### config.mk
export PLATFORM = sky130hd
export DESIGN_NAME = axis_crc32_arbiter_flat
export DESIGN_NICKNAME = d
export VERILOG_FILES = /design/src/rtl/axis_crc32_arbiter_if.sv /design/src/rtl/axis_crc32_arbiter.sv /design/src/flat_wrapper.sv
export SDC_FILE = /design/constraint.sdc
export NUM_CORES = 1
export LEC_CHECK = 0
export CAP_MARGIN = 5
export CORE_MARGIN = 4
export CORE_UTILIZATION = 25
export CTS_BUF_LIST = sky130_fd_sc_hd__clkbuf_8
export DETAILED_ROUTE_END_ITERATION = 10
export PLACE_DENSITY = 0.58
export SLEW_MARGIN = 20
export SYNTH_ARGS = -nofsm -noshare
export SYNTH_HDL_FRONTEND = slang
export SYNTH_SLANG_ARGS = --single-unit
### constraint.sdc
create_clock -name aclk -period 6.7 [get_ports aclk]
set_input_delay 1.34 -clock aclk [delete_from_list [all_inputs] [get_ports aclk]]
set_output_delay 1.34 -clock aclk [all_outputs]
set_load 0.005 [all_outputs]
### src/rtl/axis_crc32_arbiter_if.sv
// Bundle of requester, response and engine streams for the shared CRC32 arbiter.
// The slave view is the arbiter itself; the master view is its environment
// (requesters, response sinks and the CRC engine).
interface axis_crc32_arbiter_if #(
   parameter int NUM_REQ = 4,
   parameter int DW      = 32
);
   localparam int GW = (NUM_REQ > 1) ? $clog2(NUM_REQ) : 1;

   logic [NUM_REQ-1:0]    req_tvalid;
   logic [NUM_REQ-1:0]    req_tready;
   logic [NUM_REQ*DW-1:0] req_tdata;
   logic [NUM_REQ-1:0]    rsp_tvalid;
   logic [NUM_REQ-1:0]    rsp_tready;
   logic [DW-1:0]         rsp_tdata;
   logic                  rsp_terr;
   logic                  eng_tvalid;
   logic                  eng_tready;
   logic [DW-1:0]         eng_tdata;
   logic                  res_tvalid;
   logic                  res_tready;
   logic [DW-1:0]         res_tdata;
   logic                  busy;
   logic [GW-1:0]         grant_id;
   logic                  timeout_err;

   modport slave (
      input  req_tvalid, req_tdata, rsp_tready, eng_tready, res_tvalid, res_tdata,
      output req_tready, rsp_tvalid, rsp_tdata, rsp_terr, eng_tvalid, eng_tdata,
             res_tready, busy, grant_id, timeout_err
   );

   modport master (
      output req_tvalid, req_tdata, rsp_tready, eng_tready, res_tvalid, res_tdata,
      input  req_tready, rsp_tvalid, rsp_tdata, rsp_terr, eng_tvalid, eng_tdata,
             res_tready, busy, grant_id, timeout_err
   );
endinterface

### src/rtl/axis_crc32_arbiter.sv
// Round-robin arbiter sharing one CRC32 engine among NUM_REQ single-word
// requesters. One word is in flight at a time; the engine result (or a
// timeout abort) is returned only to the requester that was granted.
module axis_crc32_arbiter #(
   parameter int NUM_REQ        = 4,
   parameter int AXI_DATA_WIDTH = 32,
   parameter int TIMEOUT_CYCLES = 256
) (
   input logic                 aclk,
   input logic                 areset,
   axis_crc32_arbiter_if.slave bus
);
   localparam int GW = (NUM_REQ > 1) ? $clog2(NUM_REQ) : 1;
   localparam int CW = $clog2(TIMEOUT_CYCLES);

   typedef enum logic [2:0] {
      S_IDLE,
      S_ACCEPT,
      S_SEND,
      S_WAIT,
      S_RESP
   } state_t;

   state_t                    state_q;
   logic [GW-1:0]             grant_q;
   logic [GW-1:0]             last_q;
   logic [AXI_DATA_WIDTH-1:0] buf_q;
   logic [AXI_DATA_WIDTH-1:0] rsp_data_q;
   logic                      rsp_err_q;
   logic [CW-1:0]             cnt_q;
   logic                      tmo_q;

   logic [GW-1:0]             grant_d;
   logic [GW-1:0]             idx;
   logic [AXI_DATA_WIDTH-1:0] sel_word;

   // Round-robin pick: scan from last_q+1 upward with wrap; the nearest
   // valid requester wins because it is written last.
   always_comb begin
      grant_d = '0;
      idx     = '0;
      for (int i = NUM_REQ; i >= 1; i--) begin
         idx = GW'((int'(last_q) + i) % NUM_REQ);
         if (bus.req_tvalid[idx]) grant_d = idx;
      end
   end

   // Select the granted requester's data lane.
   always_comb begin
      sel_word = '0;
      for (int i = 0; i < NUM_REQ; i++) begin
         if (grant_q == GW'(i)) sel_word = bus.req_tdata[AXI_DATA_WIDTH*i +: AXI_DATA_WIDTH];
      end
   end

   // Per-requester handshake decodes, one-hot on the current grant.
   always_comb begin
      bus.req_tready = '0;
      bus.rsp_tvalid = '0;
      if (state_q == S_ACCEPT) bus.req_tready[grant_q] = 1'b1;
      if (state_q == S_RESP)   bus.rsp_tvalid[grant_q] = 1'b1;
   end

   assign bus.eng_tvalid  = (state_q == S_SEND);
   assign bus.eng_tdata   = buf_q;
   assign bus.res_tready  = (state_q == S_WAIT);
   assign bus.rsp_tdata   = rsp_data_q;
   assign bus.rsp_terr    = rsp_err_q;
   assign bus.busy        = (state_q != S_IDLE);
   assign bus.grant_id    = grant_q;
   assign bus.timeout_err = tmo_q;

   // Transaction FSM: arbitrate, take the word, feed the engine, wait for the
   // result with a watchdog, then hold the response until the owner takes it.
   always_ff @(posedge aclk or posedge areset) begin
      if (areset) begin
         state_q    <= S_IDLE;
         grant_q    <= '0;
         last_q     <= GW'(NUM_REQ - 1);
         buf_q      <= '0;
         rsp_data_q <= '0;
         rsp_err_q  <= 1'b0;
         cnt_q      <= '0;
         tmo_q      <= 1'b0;
      end else begin
         tmo_q <= 1'b0;
         case (state_q)
            S_IDLE: begin
               if (|bus.req_tvalid) begin
                  grant_q <= grant_d;
                  state_q <= S_ACCEPT;
               end
            end
            S_ACCEPT: begin
               // A requester that drops valid here is simply waited for.
               if (bus.req_tvalid[grant_q]) begin
                  buf_q   <= sel_word;
                  state_q <= S_SEND;
               end
            end
            S_SEND: begin
               if (bus.eng_tready) begin
                  cnt_q   <= '0;
                  state_q <= S_WAIT;
               end
            end
            S_WAIT: begin
               // A result on the terminal-count cycle takes priority over the abort.
               if (bus.res_tvalid) begin
                  rsp_data_q <= bus.res_tdata;
                  rsp_err_q  <= 1'b0;
                  state_q    <= S_RESP;
               end else if (cnt_q == CW'(TIMEOUT_CYCLES - 1)) begin
                  tmo_q      <= 1'b1;
                  rsp_data_q <= '0;
                  rsp_err_q  <= 1'b1;
                  state_q    <= S_RESP;
               end else begin
                  cnt_q <= cnt_q + CW'(1);
               end
            end
            S_RESP: begin
               if (bus.rsp_tready[grant_q]) begin
                  last_q  <= grant_q;
                  state_q <= S_IDLE;
               end
            end
            default: state_q <= S_IDLE;
         endcase
      end
   end
endmodule

### src/flat_wrapper.sv
// flat-port wrapper written by rule: the top's interface ports become plain ports
module axis_crc32_arbiter_flat 
#(
   parameter int NUM_REQ        = 4,
   parameter int AXI_DATA_WIDTH = 32,
   parameter int TIMEOUT_CYCLES = 256
)
  (aclk, areset, bus_req_tvalid, bus_req_tdata, bus_rsp_tready, bus_eng_tready, bus_res_tvalid, bus_res_tdata, bus_req_tready, bus_rsp_tvalid, bus_rsp_tdata, bus_rsp_terr, bus_eng_tvalid, bus_eng_tdata, bus_res_tready, bus_busy, bus_grant_id, bus_timeout_err);
  axis_crc32_arbiter_if #(.NUM_REQ(NUM_REQ)) bus_i ();
  input logic aclk;
  input logic areset;
  input wire logic [$bits(bus_i.req_tvalid)-1:0] bus_req_tvalid;
  input wire logic [$bits(bus_i.req_tdata)-1:0] bus_req_tdata;
  input wire logic [$bits(bus_i.rsp_tready)-1:0] bus_rsp_tready;
  input wire logic [$bits(bus_i.eng_tready)-1:0] bus_eng_tready;
  input wire logic [$bits(bus_i.res_tvalid)-1:0] bus_res_tvalid;
  input wire logic [$bits(bus_i.res_tdata)-1:0] bus_res_tdata;
  output wire logic [$bits(bus_i.req_tready)-1:0] bus_req_tready;
  output wire logic [$bits(bus_i.rsp_tvalid)-1:0] bus_rsp_tvalid;
  output wire logic [$bits(bus_i.rsp_tdata)-1:0] bus_rsp_tdata;
  output wire logic [$bits(bus_i.rsp_terr)-1:0] bus_rsp_terr;
  output wire logic [$bits(bus_i.eng_tvalid)-1:0] bus_eng_tvalid;
  output wire logic [$bits(bus_i.eng_tdata)-1:0] bus_eng_tdata;
  output wire logic [$bits(bus_i.res_tready)-1:0] bus_res_tready;
  output wire logic [$bits(bus_i.busy)-1:0] bus_busy;
  output wire logic [$bits(bus_i.grant_id)-1:0] bus_grant_id;
  output wire logic [$bits(bus_i.timeout_err)-1:0] bus_timeout_err;
  assign bus_i.req_tvalid = bus_req_tvalid;
  assign bus_i.req_tdata = bus_req_tdata;
  assign bus_i.rsp_tready = bus_rsp_tready;
  assign bus_i.eng_tready = bus_eng_tready;
  assign bus_i.res_tvalid = bus_res_tvalid;
  assign bus_i.res_tdata = bus_res_tdata;
  assign bus_req_tready = bus_i.req_tready;
  assign bus_rsp_tvalid = bus_i.rsp_tvalid;
  assign bus_rsp_tdata = bus_i.rsp_tdata;
  assign bus_rsp_terr = bus_i.rsp_terr;
  assign bus_eng_tvalid = bus_i.eng_tvalid;
  assign bus_eng_tdata = bus_i.eng_tdata;
  assign bus_res_tready = bus_i.res_tready;
  assign bus_busy = bus_i.busy;
  assign bus_grant_id = bus_i.grant_id;
  assign bus_timeout_err = bus_i.timeout_err;
  axis_crc32_arbiter #(.NUM_REQ(NUM_REQ), .AXI_DATA_WIDTH(AXI_DATA_WIDTH), .TIMEOUT_CYCLES(TIMEOUT_CYCLES)) u_core (.aclk(aclk), .areset(areset), .bus(bus_i));
endmodule
==> flow_summary.html <==
<table>
<tr><th>Metric</th><th>Value</th></tr>
<tr><th colspan="2">Clock tree</th></tr>
<tr><td>TritonCTS clock tree</td><td>yes</td></tr>
<tr><td>Post-CTS Repair Setup Buffers</td><td>0</td></tr>
<tr><td>Number of buffers inserted by hold repair at cts</td><td>0</td></tr>
<tr><td>CTS clock-pin slew for the worst setup and hold paths</td><td>80 ps</td></tr>
<tr><td>Count of clock tree sinks</td><td>~80</td></tr>
<tr><td>Cts bufs inserted</td><td>9</td></tr>
<tr><td>Maximum clock insertion buffer count</td><td>2</td></tr>
<tr><td>H-tree depth</td><td>3</td></tr>
<tr><td>Source-to-sink clock delay at the later pin of the worst-skew pair</td><td>360 ps</td></tr>
<tr><td>Resize count post-CTS</td><td>0</td></tr>
<tr><td>Clock tree root buffer cell</td><td>sky130_fd_sc_hd__clkbuf_8</td></tr>
<tr><th colspan="2">Detailed routing</th></tr>
<tr><td>Overall via count from detail_route</td><td>roughly 3,500</td></tr>
<tr><td>Via count normalized by instance count</td><td>between 4 and 5</td></tr>
<tr><td>Number of detailed-route iterations in the first pass</td><td>4</td></tr>
<tr><td>Detailed-route DRC error count</td><td>0</td></tr>
<tr><td>Wire per inst</td><td>approximately 17 um</td></tr>
<tr><td>Post-detailed-routing wire length</td><td>13.11 mm</td></tr>
<tr><td>Detail Route Antenna Nets</td><td>0</td></tr>
<tr><td>Drt first-iter violations</td><td>110</td></tr>
<tr><th colspan="2">Synth</th></tr>
<tr><td>Distinct cells, synth</td><td>40</td></tr>
<tr><td>Synthesis Warnings</td><td>0</td></tr>
<tr><td>Sequential element share of the synthesized area</td><td>a little under half</td></tr>
<tr><td>Cell count after synthesis</td><td>roughly 300</td></tr>
<tr><td>Syn_nets</td><td>roughly 470</td></tr>
<tr><td>Post-synthesis cell area</td><td>4234 um2</td></tr>
<tr><td>Synth Register Bits</td><td>between 80 and 90</td></tr>
<tr><td>Avg Synthesized Cell Area</td><td>~14 um2</td></tr>
<tr><th colspan="2">Timing</th></tr>
<tr><td>Fin Setup TNS</td><td>0 ps</td></tr>
<tr><td>Final worst-path cycle share</td><td>between 50% and 60%</td></tr>
<tr><td>Worst Max-Slew Pin Slew</td><td>roughly 880 ps</td></tr>
<tr><td>Final hold viol count</td><td>0</td></tr>
<tr><td>Final worst slack</td><td>roughly 3300 ps</td></tr>
<tr><td>Max-slew violation count</td><td>0</td></tr>
<tr><td>Max-slew headroom</td><td>41.35%</td></tr>
<tr><td>Setup skew after layout</td><td>between 10 and 15 ps</td></tr>
<tr><td>Number of failing setup endpoints in the final timing report</td><td>0</td></tr>
<tr><td>RSZ-0062 raised after global routing</td><td>false</td></tr>
<tr><td>Minimum period implied by the final worst setup slack</td><td>roughly 3400 ps</td></tr>
<tr><td>Max Clock Freq</td><td>293.3 MHz</td></tr>
<tr><th colspan="2">Run status</th></tr>
<tr><td>Outcome</td><td>finished, final reports clean</td></tr>
<tr><th colspan="2">Global route</th></tr>
<tr><td>Wire length of the first global-routing pass</td><td>a little over 20 mm</td></tr>
<tr><td>Number of antenna violations at the first check in global routing</td><td>0</td></tr>
<tr><td>Aggregate global-route resource usage</td><td>a little over an eighth</td></tr>
<tr><td>Largest net degree at the start of global routing</td><td>43</td></tr>
<tr><td>Aggregate global routing overflow</td><td>0</td></tr>
<tr><td>Via count of the first global-routing pass</td><td>3,856</td></tr>
<tr><th colspan="2">Power and ir drop</th></tr>
<tr><td>Pwr dens</td><td>between 300 and 400 nW/um2</td></tr>
<tr><td>P_leak</td><td>2.833 nW</td></tr>
<tr><td>Largest voltage drop on the vdd net</td><td>roughly 0.12 mV</td></tr>
<tr><th colspan="2">Setup path</th></tr>
<tr><td>Arrival time reported for the critical path endpoint</td><td>between 2000 and 2500 ps</td></tr>
<tr><td>Stage delay of the slowest cell on the critical path</td><td>550 ps</td></tr>
<tr><td>Kind of start point of the critical path</td><td>flop</td></tr>
<tr><td>Cell chain of the critical path</td><td>buf_4 &gt; nand2b_1 &gt; nor2_1 &gt; clkdlybuf4s50_1</td></tr>
<tr><td>Slowest stage cell, crit path</td><td>sky130_fd_sc_hd__buf_4</td></tr>
<tr><td>Flop-to-flop setup slack</td><td>about 4000 ps</td></tr>
<tr><td>Critical path class</td><td>flop to primary output</td></tr>
<tr><td>Family with the most delay on the worst path</td><td>buffers and inverters</td></tr>
<tr><td>CP Capture Type</td><td>primary output</td></tr>
<tr><td>Buf/Inv on CP</td><td>2</td></tr>
<tr><td>Required time worst endpoint</td><td>5360 ps</td></tr>
<tr><td>Worst-path maximum fanout</td><td>42</td></tr>
<tr><th colspan="2">Final layout</th></tr>
<tr><td>N_diodes</td><td>0</td></tr>
<tr><td>Count of fill cells added during filler insertion</td><td>1,544</td></tr>
<tr><td>Sequential cell area</td><td>roughly 2000 um2</td></tr>
<tr><td>Share of layout cells above drive strength 1</td><td>between 10% and 20%</td></tr>
<tr><td>Layout net count</td><td>between 700 and 800</td></tr>
<tr><td>Utilization of the core after routing</td><td>a little over two fifths</td></tr>
<tr><td>Area added between synthesis and finish</td><td>67.29%</td></tr>
<tr><td>Multi-input logic area</td><td>2001 um2</td></tr>
<tr><th colspan="2">Placement</th></tr>
<tr><td>Count of input and output buffers</td><td>250</td></tr>
<tr><td>Placement-stage worst setup slack</td><td>a little over 3000 ps</td></tr>
<tr><td>Global placer's final weighted congestion</td><td>just under 0.8</td></tr>
<tr><td>Post-DP HPWL</td><td>between 10 and 15 mm</td></tr>
<tr><th colspan="2">Floorplanning</th></tr>
<tr><td>Die area</td><td>roughly 19,000 um2</td></tr>
<tr><td>IO Count</td><td>between 200 and 300</td></tr>
<tr><td>Core area</td><td>roughly 17,000 um2</td></tr>
<tr><td>Number of rows created at floorplan</td><td>47</td></tr>
<tr><td>Die W</td><td>~140 um</td></tr>
<tr><td>Vertical die dimension</td><td>around 140 um</td></tr>
<tr><td>Initial Utilization</td><td>25.53%</td></tr>
<tr><th colspan="2">Flow run</th></tr>
<tr><td>Number of maximum-capacitance violations</td><td>0</td></tr>
<tr><th colspan="2">Min path</th></tr>
<tr><td>Min-delay worst type</td><td>flop to flop</td></tr>
</table>
## kinds of logic (layout without fill, tap and decap cells)
kind of cell	count (synthesis)	in the layout	share of synthesized area, %
buffers and inverters	27	275	4.846
AND/OR/NAND/NOR	62	62	8.067
XOR/XNOR	3	3	0.6207
multiplexers	73	73	28.37
AO/OA/AOI/OAI	52	52	9.870
adder cells (fa/ha/maj)	1	1	0.2955
flip-flops	81	81	47.93
## worst min-delay path, delay by kind of cell (launching register included)
family | cells | cell delay (ps)
flip-flops | 1 | 350
AND/OR/NAND/NOR | 2 | 120
## area by class of cell
| type | instances | area share [%] |
|---|---|---|
| Clock buffer | 10 | 1.943 |
| Clock inverter | 6 | 1.272 |
| Inverter | 6 | 0.3356 |
| Multi-Input combinational cell | 191 | 28.25 |
| Sequential cell | 81 | 28.67 |
| Tap cell | 220 | 3.886 |
| Timing Repair Buffer | 253 | 35.65 |
## Yosys cell counts
| library cell | number | area [um2] |
|---|---|---|
| sky130_fd_sc_hd__mux4_2 | 34 | 765.7 |
| sky130_fd_sc_hd__mux2_2 | 36 | 405.4 |
| sky130_fd_sc_hd__o22ai_1 | 1 | 6.260 |
| sky130_fd_sc_hd__nand3_1 | 4 | 20.02 |
| sky130_fd_sc_hd__dfrtp_1 | 79 | 1977 |
| sky130_fd_sc_hd__or2_2 | 1 | 6.260 |
| sky130_fd_sc_hd__nand4_1 | 2 | 12.51 |
| sky130_fd_sc_hd__nor4_1 | 1 | 6.260 |
| sky130_fd_sc_hd__mux2i_1 | 3 | 30.03 |
| sky130_fd_sc_hd__clkbuf_1 | 3 | 11.26 |
| sky130_fd_sc_hd__nand2b_1 | 5 | 31.28 |
| sky130_fd_sc_hd__nand3b_1 | 1 | 7.510 |
| sky130_fd_sc_hd__ha_1 | 1 | 12.51 |
| sky130_fd_sc_hd__a31oi_1 | 1 | 6.260 |
| sky130_fd_sc_hd__nand3_2 | 1 | 10.01 |
| sky130_fd_sc_hd__a2111oi_4 | 1 | 27.53 |
| sky130_fd_sc_hd__buf_4 | 1 | 7.510 |
| sky130_fd_sc_hd__a22o_1 | 33 | 289.0 |
| sky130_fd_sc_hd__and3_1 | 1 | 6.260 |
| sky130_fd_sc_hd__nand2b_4 | 1 | 13.76 |
| sky130_fd_sc_hd__nor3_1 | 5 | 25.02 |
| sky130_fd_sc_hd__nand2_1 | 11 | 41.29 |
| sky130_fd_sc_hd__a41o_1 | 1 | 10.01 |
| sky130_fd_sc_hd__xnor2_1 | 3 | 26.28 |
| sky130_fd_sc_hd__nor2b_4 | 1 | 13.76 |
| sky130_fd_sc_hd__nand4_4 | 1 | 21.27 |
| sky130_fd_sc_hd__buf_2 | 5 | 25.02 |
| sky130_fd_sc_hd__nor2b_1 | 3 | 18.77 |
| sky130_fd_sc_hd__or3_1 | 1 | 6.260 |
| sky130_fd_sc_hd__and2b_1 | 2 | 15.01 |
| sky130_fd_sc_hd__a21oi_1 | 4 | 20.02 |
| sky130_fd_sc_hd__buf_6 | 8 | 90.09 |
| sky130_fd_sc_hd__nor2_1 | 20 | 75.07 |
| sky130_fd_sc_hd__and4_4 | 1 | 11.26 |
| sky130_fd_sc_hd__a21oi_2 | 1 | 8.760 |
| sky130_fd_sc_hd__o21ai_0 | 10 | 50.05 |
| sky130_fd_sc_hd__inv_1 | 6 | 22.52 |
| sky130_fd_sc_hd__buf_8 | 3 | 45.04 |
| sky130_fd_sc_hd__dfstp_2 | 2 | 52.55 |
| sky130_fd_sc_hd__buf_1 | 1 | 3.750 |
## where the power goes
part | internal (mW) | switching (mW) | total [mW]
registers | 0.716 | 0.140 | 0.856
logic | 0.884 | 0.508 | 1.39
clock network | 0.221 | 0.189 | 0.410
## routing by layer
| metal | up-vias | part of all wire, % | track usage (%) |
|---|---|---|---|
| met5 | - | 0 | 0 |
| met2 | 173 | 49 | 23.05 |
| met3 | 15 | 7.6 | 4.144 |
| li1 | 1628 | - | - |
| met1 | 1654 | 41 | 16.46 |
| met4 | 0 | 2.1 | 5.564 |
## cell usage in the layout (no fill, tap or decap), types with 4 or more instances in the layout
master                              n
sky130_fd_sc_hd__clkdlybuf4s50_1  250
sky130_fd_sc_hd__dfrtp_1           78
sky130_fd_sc_hd__mux2_2            36
sky130_fd_sc_hd__mux4_2            34
sky130_fd_sc_hd__a22o_1            33
sky130_fd_sc_hd__nor2_1            20
sky130_fd_sc_hd__nand2_1           11
sky130_fd_sc_hd__o21ai_0           10
sky130_fd_sc_hd__clkbuf_8          10
sky130_fd_sc_hd__inv_1              5
sky130_fd_sc_hd__nand2b_1           5
sky130_fd_sc_hd__nor3_1             5
sky130_fd_sc_hd__nand3_1            4
sky130_fd_sc_hd__a21oi_1            4
## flip-flops by register name, indices dropped and copies added, names as in the netlist
name and flops:
u_core.bus.rsp_tdata 32, u_core.state_q 3, u_core.bus.timeout_err 1, u_core.last_q 2, u_core.bus.eng_tdata 32, u_core.bus.grant_id 2, u_core.bus.rsp_terr 1, u_core.cnt_q 8
## stage by stage
step / instances / hold WS (ps) / cell area (um2) / power (mW)
after floorplan: 299 / 477.9 / 4234 / 1.635
after global placement: 751 / 484.5 / 6854 / 2.266
after detailed placement: 751 / 483.0 / 6854 / 2.292
after CTS: 767 / 506.5 / 7082 / 2.722
after global routing: 767 / 518.0 / 7083 / 2.858
final: 767 / 497.8 / 7083 / 2.658
## path summary, 6_finish.rpt
check	end	from	depth (start not counted)
max	bus_rsp_tvalid[1]	u_core.bus.grant_id[0]	4
min	u_core.bus.rsp_terr	u_core.bus.rsp_terr	2
max reg2reg	u_core.bus.eng_tdata[7]	u_core.bus.grant_id[0]	4
min reg2reg	u_core.bus.rsp_terr	u_core.bus.rsp_terr	2
max in group asynchronous	u_core.bus.grant_id[0]	areset	3
min in group asynchronous	u_core.bus.rsp_tdata[11]	areset	2
(Power assumes the default switching activity.)
